==> src/rtl/bin_to_bcd_seq_if.sv <==
`default_nettype none
// ----------------------------------------------------------------------------
// | Module  : bin_to_bcd_seq_if                                              |
// | Brief   : Request/result bundle between switch logic and the sequential  |
// |           binary-to-BCD converter.                                       |
// | Rev     : 1.0  initial release                                           |
// ----------------------------------------------------------------------------
interface bin_to_bcd_seq_if #(
  parameter int BIN_W  = 13,
  parameter int DIGITS = 4
);
  logic                  start;
  logic [BIN_W-1:0]      bin_in;
  logic                  busy;
  logic                  done;
  logic [4*DIGITS-1:0]   bcd;
  logic                  ovf;

  // Requester side: issues start/bin_in, observes status and result
  modport master (
    output start,
    output bin_in,
    input  busy,
    input  done,
    input  bcd,
    input  ovf
  );

  // Converter side
  modport slave (
    input  start,
    input  bin_in,
    output busy,
    output done,
    output bcd,
    output ovf
  );
endinterface
`default_nettype wire

==> src/rtl/bin_to_bcd_seq.sv <==
`default_nettype none
// ----------------------------------------------------------------------------
// | Module  : bin_to_bcd_seq                                                 |
// | Brief   : Sequential double-dabble converter, one bit per clock.         |
// |           Registered bcd/ovf hold the last complete result so the        |
// |           display never sees a partial conversion.                       |
// | Rev     : 1.0  initial release                                           |
// ----------------------------------------------------------------------------
module bin_to_bcd_seq #(
  parameter int BIN_W  = 13,
  parameter int DIGITS = 4
) (
  input  logic                 clk,
  input  logic                 reset,
  bin_to_bcd_seq_if.slave      bus
);

  localparam int c_bcd_w = 4 * DIGITS;
  localparam int c_cnt_w = $clog2(BIN_W + 1);
  localparam logic [c_cnt_w-1:0] c_cnt_init = c_cnt_w'(BIN_W);
  localparam logic [c_cnt_w-1:0] c_cnt_last = c_cnt_w'(1);

  typedef enum logic [1:0] {
    S_IDLE  = 2'd0,
    S_SHIFT = 2'd1,
    S_DONE  = 2'd2
  } state_t;

  state_t               r_state;
  state_t               w_state_next;
  logic                 w_busy;
  logic                 w_done;

  logic [BIN_W-1:0]     r_bin;
  logic [c_bcd_w-1:0]   r_bcd_work;
  logic                 r_ovf_work;
  logic [c_cnt_w-1:0]   r_cnt;
  logic [c_bcd_w-1:0]   r_bcd;
  logic                 r_ovf;

  logic [c_bcd_w-1:0]   w_adj;
  logic [c_bcd_w-1:0]   w_bcd_shift;
  logic                 w_ovf_shift;

  // Add-3 correction: every nibble >= 5 is bumped so the coming shift carries
  // correctly into the next decimal digit.
  always_comb begin
    w_adj = r_bcd_work;
    for (int i = 0; i < DIGITS; i++) begin
      if (r_bcd_work[4*i +: 4] >= 4'd5) begin
        w_adj[4*i +: 4] = r_bcd_work[4*i +: 4] + 4'd3;
      end
    end
  end

  // One shift step; the bit leaving the top digit means the value does not fit
  // in DIGITS decimal digits, so it is latched into the overflow flag.
  always_comb begin
    w_bcd_shift = {w_adj[c_bcd_w-2:0], r_bin[BIN_W-1]};
    w_ovf_shift = r_ovf_work | w_adj[c_bcd_w-1];
  end

  // State register
  always_ff @(posedge clk or posedge reset) begin
    if (reset) begin
      r_state <= S_IDLE;
    end else begin
      r_state <= w_state_next;
    end
  end

  // Next-state and status decode
  always_comb begin
    w_state_next = r_state;
    w_busy       = 1'b0;
    w_done       = 1'b0;
    case (r_state)
      S_IDLE: begin
        if (bus.start) begin
          w_state_next = S_SHIFT;
        end
      end
      S_SHIFT: begin
        w_busy = 1'b1;
        if (r_cnt == c_cnt_last) begin
          w_state_next = S_DONE;
        end
      end
      S_DONE: begin
        w_busy       = 1'b1;
        w_done       = 1'b1;
        w_state_next = S_IDLE;
      end
      default: begin
        w_state_next = S_IDLE;
      end
    endcase
  end

  // Datapath: capture on accepted start, iterate in SHIFT, publish the result
  // on the final iteration so bcd/ovf are already valid while done is high.
  always_ff @(posedge clk or posedge reset) begin
    if (reset) begin
      r_bin      <= '0;
      r_bcd_work <= '0;
      r_ovf_work <= 1'b0;
      r_cnt      <= '0;
      r_bcd      <= '0;
      r_ovf      <= 1'b0;
    end else begin
      case (r_state)
        S_IDLE: begin
          if (bus.start) begin
            r_bin      <= bus.bin_in;
            r_bcd_work <= '0;
            r_ovf_work <= 1'b0;
            r_cnt      <= c_cnt_init;
          end
        end
        S_SHIFT: begin
          r_bin      <= {r_bin[BIN_W-2:0], 1'b0};
          r_bcd_work <= w_bcd_shift;
          r_ovf_work <= w_ovf_shift;
          r_cnt      <= r_cnt - 1'b1;
          if (r_cnt == c_cnt_last) begin
            r_bcd <= w_bcd_shift;
            r_ovf <= w_ovf_shift;
          end
        end
        default: begin
        end
      endcase
    end
  end

  assign bus.busy = w_busy;
  assign bus.done = w_done;
  assign bus.bcd  = r_bcd;
  assign bus.ovf  = r_ovf;

endmodule
`default_nettype wire

==> src/flat_wrapper.sv <==
// flat-port wrapper written by rule: the top's interface ports become plain ports
module bin_to_bcd_seq_flat 
#(
  parameter int BIN_W  = 13,
  parameter int DIGITS = 4
)
  (clk, reset, bus_start, bus_bin_in, bus_busy, bus_done, bus_bcd, bus_ovf);
  bin_to_bcd_seq_if #(.BIN_W(BIN_W), .DIGITS(DIGITS)) bus_i ();
  input  logic clk;
  input  logic reset;
  input wire logic [$bits(bus_i.start)-1:0] bus_start;
  input wire logic [$bits(bus_i.bin_in)-1:0] bus_bin_in;
  output wire logic [$bits(bus_i.busy)-1:0] bus_busy;
  output wire logic [$bits(bus_i.done)-1:0] bus_done;
  output wire logic [$bits(bus_i.bcd)-1:0] bus_bcd;
  output wire logic [$bits(bus_i.ovf)-1:0] bus_ovf;
  assign bus_i.start = bus_start;
  assign bus_i.bin_in = bus_bin_in;
  assign bus_busy = bus_i.busy;
  assign bus_done = bus_i.done;
  assign bus_bcd = bus_i.bcd;
  assign bus_ovf = bus_i.ovf;
  bin_to_bcd_seq #(.BIN_W(BIN_W), .DIGITS(DIGITS)) u_core (.clk(clk), .reset(reset), .bus(bus_i));
endmodule
==> config.mk <==
export PLATFORM = sky130hd
export DESIGN_NAME = bin_to_bcd_seq_flat
export DESIGN_NICKNAME = d
export VERILOG_FILES = /design/src/rtl/bin_to_bcd_seq_if.sv /design/src/rtl/bin_to_bcd_seq.sv /design/src/flat_wrapper.sv
export SDC_FILE = /design/constraint.sdc
export NUM_CORES = 1
export LEC_CHECK = 0
export ABC_AREA = 0
export ABC_CLOCK_PERIOD_IN_PS = 1600
export CAP_MARGIN = 20
export CORE_MARGIN = 1
export CORE_UTILIZATION = 49
export CTS_CLUSTER_DIAMETER = 80
export DETAILED_ROUTE_END_ITERATION = 12
export PLACE_DENSITY = 0.76
export SYNTH_ARGS = -nofsm -noshare
export SYNTH_HDL_FRONTEND = slang
export SYNTH_SLANG_ARGS = --single-unit
==> constraint.sdc <==
create_clock -name clk -period 1.6 [get_ports clk]
set_input_delay 0.24 -clock clk [delete_from_list [all_inputs] [get_ports clk]]
set_output_delay 0.24 -clock clk [all_outputs]
set_load 0.02 [all_outputs]
**Word level (Yosys, flattened, before mapping)**

Cells that the tools add are included.

- Bits of input ports: 16
- Word-level logic and storage cells: 45
- Flip-flop bits (word level): 53

- Reductions and logical operators: 6
- $lt $le $gt $ge: 4
- Add/sub/neg operators: 5
- Equal/unequal tests: 5
- Bitwise operators: 1
- Muxes and demuxes: 17

Operator list:

| cell | count |
|---|---|
| 16-bit one-hot mux with 2 select lines | 1 |
| 13-bit one-hot mux with 2 select lines | 1 |
| 4-bit 2-to-1 mux | 5 |
| 4-bit by 2-bit adder with 4-bit output, second input constant | 4 |
| 4-bit by 3-bit >= comparator with 1-bit output, second input constant | 4 |
| 16-bit 2-to-1 mux | 1 |
| 13-bit 2-to-1 mux | 1 |
| 4-bit one-hot mux with 2 select lines | 1 |
| 2-bit AND reduction | 3 |
| 4-bit by 1-bit == test with 1-bit output, second input constant | 1 |
| 2-bit 2-to-1 mux | 2 |
| 2-bit one-hot mux with 2 select lines | 1 |
| 4-bit by 1-bit subtractor with 4-bit output, second input constant | 1 |
| 1-bit 2-to-1 mux | 3 |
| 2-bit by 1-bit == test with 1-bit output, second input constant | 1 |
| 2-bit == test, second input constant | 1 |
| 2-bit zero test | 1 |
| 2-bit by 1-bit inequality test with 1-bit output, second input constant | 1 |
| 2-bit inequality test, second input constant | 1 |
| 1-bit one-hot mux with 2 select lines | 1 |
| 2-bit nonzero test | 1 |
| 2-bit OR reduction | 1 |
| 1-bit OR | 1 |

**Logic depth before layout (Yosys ltp)**

Gate-level depths: netlist (run 1).

- Depth after elaboration: 4
- Gate-level depth with buffers: 7

**Worst setup path before layout (run 1)**

OpenSTA, ideal clock, no wires.

- Path type: register to register
- Start point: register u_core.r_bcd_work[0]
- End point: register u_core.r_bcd[2] (netlist: u_core.bus.bcd[2])
- Data required time: 1.517 ns
- Stages on the path, launching flop included: 7
- Setup time: 0.083 ns
- Slack: 0.068 ns
- Data arrival time: 1.450 ns
- Period minus slack after synthesis: 1.532 ns
- Cells stage by stage: dfrtp_1 -> inv_1 -> ha_1 -> nand2b_1 -> a21oi_1 -> mux2_2 -> o21ai_0

- Longest elaborated chain between the ends: 2
- Elaborated cells on any way between the ends: 3
- Those cells by class: add/sub (1); order compare (1); mux (1)

Ends and longest elaborated chain:

| item | line | source |
|---|---|---|
| from (decl) | bin_to_bcd_seq.sv:35 | `logic [c_bcd_w-1:0] r_bcd_work;` |
| from (signal assigned) | bin_to_bcd_seq.sv:122 | `r_bcd_work <= w_bcd_shift;` |
| 4-bit by 2-bit adder with 4-bit output / 4-bit by 3-bit >= comparator with 1-bit output (equally long branches) | bin_to_bcd_seq.sv:51, bin_to_bcd_seq.sv:50 |  |
| 4-bit 2-to-1 mux * | bin_to_bcd_seq.sv:50 | `if (r_bcd_work[4*i +: 4] >= 4'd5) begin` |
| to (signal assigned) | bin_to_bcd_seq.sv:126 | `r_bcd <= w_bcd_shift;` |
| to (decl) | bin_to_bcd_seq.sv:38 | `logic [c_bcd_w-1:0] r_bcd;` |

Every way passes the cells marked *; elsewhere a longest branch is shown, timed or not.
A chain may end at the register's enable or synchronous reset.

**Worst setup path in the final report (run 1)**

- Start point: register u_core.r_bcd[9] (netlist: u_core.bus.bcd[9])
- End point: output bus_bcd[9]

RTL lines:

| item | line | source |
|---|---|---|
| to (decl) | flat_wrapper.sv:15 | `output wire logic [$bits(bus_i.bcd)-1:0] bus_bcd;` |

No word-level cell between the ends.

==> reports/summary.txt, run 1 <==
# fillers - 414
Setup Crit Path Kind - reg2out
Clock transition at the registers of the reported paths - 0.10 ns
Main flop type after synthesis - dfrtp_1
CTS tree - yes
Final Cycle Share - 95.19%
Initial antenna violation count - 0
Tot GR Track Use - 19.79%
Rel. slew slack - 75.46%
Final ANT Viol Nets - 0
Top cell type's share of synthesized area - 51.01%
Fmax - 656.6 MHz
CP startpoint - u_core.bus.bcd[9]
# setup viols final - 0
Leakage - 1.459 nW
Dpl hpwl - 3440 um
Critical path's slowest cell - clkdlybuf4s50_1
Final WL - 4963 um
Final #Nets - 334
Clk_skew - 0.008762 ns
Register area - 1326 um^2
Layout overhead on the synthesized area - 28.10%
Reg-to-reg slack, setup - 0.08 ns
Post-DR vias/cell - 5.331
Crit path largest cell delay - 0.61 ns
Tmin final - 1.523 ns
TritonRoute pass-1 iters - 4
Total CTS buffers - 5
Clk_lat worst skew - 0.31 ns
Status - complete, no violations
H-tree levels - 2
Setup_tns - 0 ns
1st-iter DRT viols - 56
Sinks on Clock Net - 53
Vias in the first global route - 1931
Chip height - 74.85 um
Initial Util - 50.91%
Port bufs - 34
Synth top area cells - dfrtp_1 (51%), ha_1 (6.7%), o21ai_0 (6.7%)
DRC violation count after routing - 0
Crit path cell chain - clkdlybuf4s50_1
Hold Vio Cnt, Final - 0
Clk root buf - clkbuf_8
Synth area leader - dfrtp_1
Core outline area - 5107 um^2
Synth Net Count - 281
Count of max-cap constraint violations - 0
Reg2reg end - u_core.r_bcd_work[6]
Hold Buf Count CTS - 0
Required @ worst endpoint - 1.36 ns
Row count - 26
Post-Syn Area - 2600 um^2
Count of cell types in the netlist - 32
Post-synthesis register bit count - 53
Worst-path fanout max - 2
Drt wl/cell - 13.23 um
Crit path arrival time - 1.28 ns
Finished Core Util - 65.21%
Gpl congestion - 0.7496
Largest net degree at the start of global routing - 54
Post-synth EDFFs - 0
Die ar. - 5602 um^2
Area of the multi-input gates - 1210 um^2
Syn Area/Cell - 10.36 um^2
R2R cell count - 6
IO Count - 35
Crit path launch type - flop
Crit. End Element - output pin
Slew @ Worst Pin - 0.3664 ns
Max-slew violations - 0
Crit Reg-Reg Startpoint - u_core.r_bcd_work[4]
Max Root-Sink Buffers - 2
Chip width - 74.85 um
# diodes - 0
FFs w/ async S/R, synth - 100.0%
Worst hold-check path type - in2async
Most frequent cells after synthesis - dfrtp_1 (53), o21ai_0 (35), nand2_1 (34)
Post-synthesis sequential area ratio - 51.01%
Post-Synthesis Cells - 251
Layout cells sized above 1 - 18.03%
Count leader, synth - dfrtp_1
Worst Path Buf+Inv - 1
First-pass GRT wire length - 8452 um
Vias - 1999
Ys Warns - 0
Top delay family on crit path - buffers and inverters
VDD IR max - 0.7909 mV
PwrDens - 2015 nW/um^2
Congestion Overflow GR - 0
-- layer usage --
metal / part of all wire [%] / routed length, um / up-vias / GRT usage, %
met4: 0.77 / 38 / 0 / 5.031
met3: 2.4 / 120 / 5 / 3.614
li1: - / - / 989 / -
met1: 46 / 2275 / 972 / 25.50
met2: 51 / 2528 / 33 / 34.53
met5: 0 / 0 / - / 0
-- power by group --
| group | total [W] | internal [W] | switching (W) |
|---|---|---|---|
| registers | 0.00226 | 0.00187 | 0.000385 |
| clock network | 0.000915 | 0.000470 | 0.000445 |
| logic | 0.00354 | 0.00178 | 0.00176 |
-- layout make-up --
class,count,area share [%]
flip-flops and latches,53,39.82
clock inverters,2,1.165
multi-input cells,174,36.33
well taps,70,2.630
clock buffers,6,2.179
inverters,13,1.465
repair buffers,57,16.42
-- how the worst max path moves through the flow --
stage | end | slack, ns | cells after the start
after floorplan | u_core.bus.bcd[0] | 0.07 | 1
after global placement | u_core.r_bcd_work[7] | -0.09 | 4
after detailed placement | u_core.r_bin[12] | -0.13 | 5
after CTS | bus_done | -0.01 | 4
after global routing | u_core.r_bcd_work[3] | -0.003 | 6
final | bus_bcd[9] | 0.08 | 1
-- placed cells by master (no fill, tap or decap), drive strengths merged, types with 2 or more instances in the layout --
cell           netlist  layout
a21oi               17      17
a31oi                2       2
a32o                 4       4
buf                  8      23
clkbuf               3       7
clkdlybuf4s50        0      32
dfrtp               53      53
ha                  14      14
inv                 13      13
mux2                 7       7
mux2i               12      12
nand2               34      34
nand2b               5       5
nand3                3       3
nor2                 5       5
nor2b                2       2
nor3b                8       8
o21ai               40      40
o22ai                9       9
o31ai                4       4
xnor2                4       4
-- through the flow --
stage	worst slack [ns]	instance area, um^2	hold slack (ns)	total power, W	instances
after global routing	-0.002937	3331	0.3183	0.007240	375
after floorplan	0.06759	2600	0.3847	0.004434	251
after detailed placement	-0.1303	3154	0.4610	0.005621	366
after global placement	-0.08526	3154	0.4575	0.005503	366
after CTS	-0.01370	3279	0.3086	0.006571	374
final	0.07693	3331	0.2931	0.006710	375
-- flip-flops by register name, indices dropped and copies added, names as in the netlist --
name	flops
u_core.r_bin	13
u_core.bus.bcd	16
u_core.r_ovf_work	1
u_core.r_bcd_work	16
u_core.r_cnt	4
u_core.r_state	2
u_core.bus.ovf	1
-- what timing repair did --
item                                    4_1_cts  5_1_grt
endpoints found under the setup margin       27       51
setup buffers                                 0        1
cloned                                        0        0
gates resized for setup                       9       20
pin swaps                                     0        4
-- cell families (layout without fill, tap and decap cells) --
logic type,count (synthesis),after routing,share of synthesized area [%]
XOR/XNOR,4,4,1.347
flip-flops,53,53,51.01
multiplexers,19,19,7.940
buffers and inverters,24,78,4.812
AO/OA/AOI/OAI,77,77,16.60
AND/OR/NAND/NOR,60,60,11.55
adder cells (fa/ha/maj),14,14,6.737
-- tightest hold or removal path, cell delays in order --
cell and delay (ns):
clkdlybuf4s50_1 0.42, inv_2 0.07, buf_12 0.26
Note: power is estimated with default switching activity, not from simulation.
==> run 2: changes to the inputs <==
Settings changed: CORE_MARGIN 1 to 2.
==> reports/summary.txt, run 2 (synthesized netlist as in run 1, its figures left out) <==
Chip width - 76.85 um (+2.7%)
TritonRoute pass-1 iters - 4 (unchanged)
Layout cells sized above 1 - 19.61% (+1.6 points)
IO Count - 35 (unchanged)
Vias - 1983 (-0.80%)
Clk_skew - 0.002637 ns (-0.006125 ns)
Die ar. - 5905 um^2 (+5.4%)
Final ANT Viol Nets - 0 (unchanged)
Gpl congestion - 0.7734 (+3.2%)
Fin Hold WS - 0.2903 ns (-0.002877 ns)
# fillers - 399 (-3.6%)
H-tree levels - 2 (unchanged)
Count of max-cap constraint violations - 0 (unchanged)
Status - complete, no violations
GRT met2 Usage - 30.61% (-3.9 points)
Crit path arrival time - 1.74 ns (+0.46 ns)
Fmax - 644.6 MHz (-1.8%)
Met3 usage - 3.176% (-0.44 points)
Crit Reg-Reg Startpoint - u_core.r_state[0]
Leakage - 1.498 nW (+2.7%)
Most common cell after layout, fill and taps aside - dfrtp_1
Final WL - 5103 um (+2.8%)
Commonest non-fill, non-tap cells in the layout - dfrtp_1 (53), nand2_1 (34), clkdlybuf4s50_1 (32), o21ai_0 (28), buf_4 (24)
M1 GR Usage - 23.36% (-2.1 points)
Sinks on Clock Net - 53 (unchanged)
Chip height - 76.85 um (+2.7%)
Row count - 26 (unchanged)
Congestion Overflow GR - 0 (unchanged)
Clk_lat worst skew - 0.30 ns (about the same)
Post-DR vias/cell - 5.205 (-2.4%)
# setup viols final - 0 (unchanged)
Total CTS buffers - 5 (unchanged)
R2R cell count - 6 (unchanged)
PwrDens - 2041 nW/um^2 (+1.3%)
Max-slew violations - 0 (unchanged)
Clock transition at the registers of the reported paths - 0.09 ns (about the same)
Tmin final - 1.551 ns (+0.02821 ns)
Hold Vio Cnt, Final - 0 (unchanged)
Register area - 1326 um^2 (unchanged)
Port bufs - 34 (unchanged)
Final Cycle Share - 96.96% (+1.8 points)
Crit path largest cell delay - 0.40 ns (-0.21 ns)
Tot GR Track Use - 17.88% (-1.9 points)
Clk root buf - clkbuf_8
Core outline area - 5107 um^2 (unchanged)
Layout overhead on the synthesized area - 30.89%
Worst-path fanout max - 12 (+10)
Reg2reg end - u_core.r_cnt[3]
VDD IR max - 1.002 mV (+27%)
Finished Core Util - 66.63% (+1.4 points)
Post-placement cell count - 369 (+0.82%)
Initial Util - 50.91% (unchanged)
Critical path's slowest cell - dfrtp_1
DRC violation count after routing - 0 (unchanged)
Drt wl/cell - 13.39 um (+1.2%)
Most used routing layer - met2
Area post-placement - 3189 um^2 (+1.1%)
Fin area - 3403 um^2 (+2.2%)
Slew @ Worst Pin - 0.2821 ns (-0.08436 ns)
Initial antenna violation count - 0 (unchanged)
Required @ worst endpoint - 1.79 ns (+0.43 ns)
CTS tree - yes
Dpl hpwl - 3518 um (+2.3%)
Rel. slew slack - 81.00% (+5.5 points)
Final Non-Filler Cells - 381 (+1.6%)
Final #Nets - 340 (+1.8%)
Max Root-Sink Buffers - 2 (unchanged)
Crit path launch type - flop
Reg-to-reg slack, setup - 0.05 ns (-0.03 ns)
1st-iter DRT viols - 110 (+96%)
First-pass GRT wire length - 8687 um (+2.8%)
Hold Buf Count CTS - 0 (unchanged)
Crit. End Element - flop
Setup Crit Path Kind - reg2reg
Crit path cell chain - buf_4 > ha_2 > mux2_4 > buf_12 > nor2_1 > a21oi_1
Worst hold-check path type - in2async
Vias in the first global route - 1919 (-0.62%)
Area of the multi-input gates - 1221 um^2 (+0.93%)
# diodes - 0 (unchanged)
Largest net degree at the start of global routing - 54 (unchanged)
[run 2: critical path, delay by kind of cell (launching register included)]
family,cells,cell delay [ns]
DFF,1,0.40
muxes,1,0.37
buffers and inverters,2,0.30
adders and majority gates,1,0.23
and+or+nand+nor,1,0.08
AOI/OAI and AO/OA,1,0.05
[run 2: where the power goes]
| group | leakage (nW) | switching, W | total [W] | internal, W |
|---|---|---|---|---|
| Sequential | 0.693 | 0.000397 | 0.00227 | 0.00187 |
| Combinational | 0.748 | 0.00180 | 0.00373 | 0.00193 |
| Clock | 0.0574 | 0.000439 | 0.000948 | 0.000509 |
[run 2: worst max path at each step]
stage,from,cells past startpoint,to
2_1_floorplan,reset,1,u_core.bus.bcd[0]
3_3_place_gp,bus_start,4,u_core.r_bcd_work[7]
3_5_place_dp,bus_start,5,u_core.r_ovf_work
4_1_cts,u_core.r_state[1],3,bus_busy
5_1_grt,u_core.r_bcd_work[9],6,u_core.r_bcd_work[10]
6_report,u_core.r_state[0],6,u_core.r_cnt[3]
[run 2: area by class of cell]
class / instances / area share [%]
sequential: 53 / 38.97
inverter: 13 / 1.434
tap: 70 / 2.574
clock inverter: 2 / 1.103
clock buffer: 6 / 2.426
timing repair buffer: 62 / 17.61
multi-input combinational: 175 / 35.88
[run 2: timing repair]
| item | in CTS | in global routing |
|---|---|---|
| resized for setup | 8 | 20 |
| cloned | 0 | 1 |
| setup buffers | 0 | 3 |
| endpoints found under the hold margin | 0 | 0 |
| setup endpoints to repair | 17 | 50 |
| pin swaps | 0 | 4 |
[run 2: stage by stage]
stage                     worst slack, ns  setup TNS (ns)  total power, W
final                             0.04872               0        0.006944
after global routing             -0.01777        -0.07405        0.007484
after CTS                        -0.03789        -0.04431        0.006721
after detailed placement          -0.1260         -0.7999        0.005720
after global placement           -0.06784         -0.4619        0.005607
after floorplan                   0.06759               0        0.004434
[run 2: metal layers]
metal  part of all wire [%]  up-vias
li1                       -      994
met1                     47      952
met2                     50       35
met3                    2.6        2
met4                   0.71        0
met5                      0        -
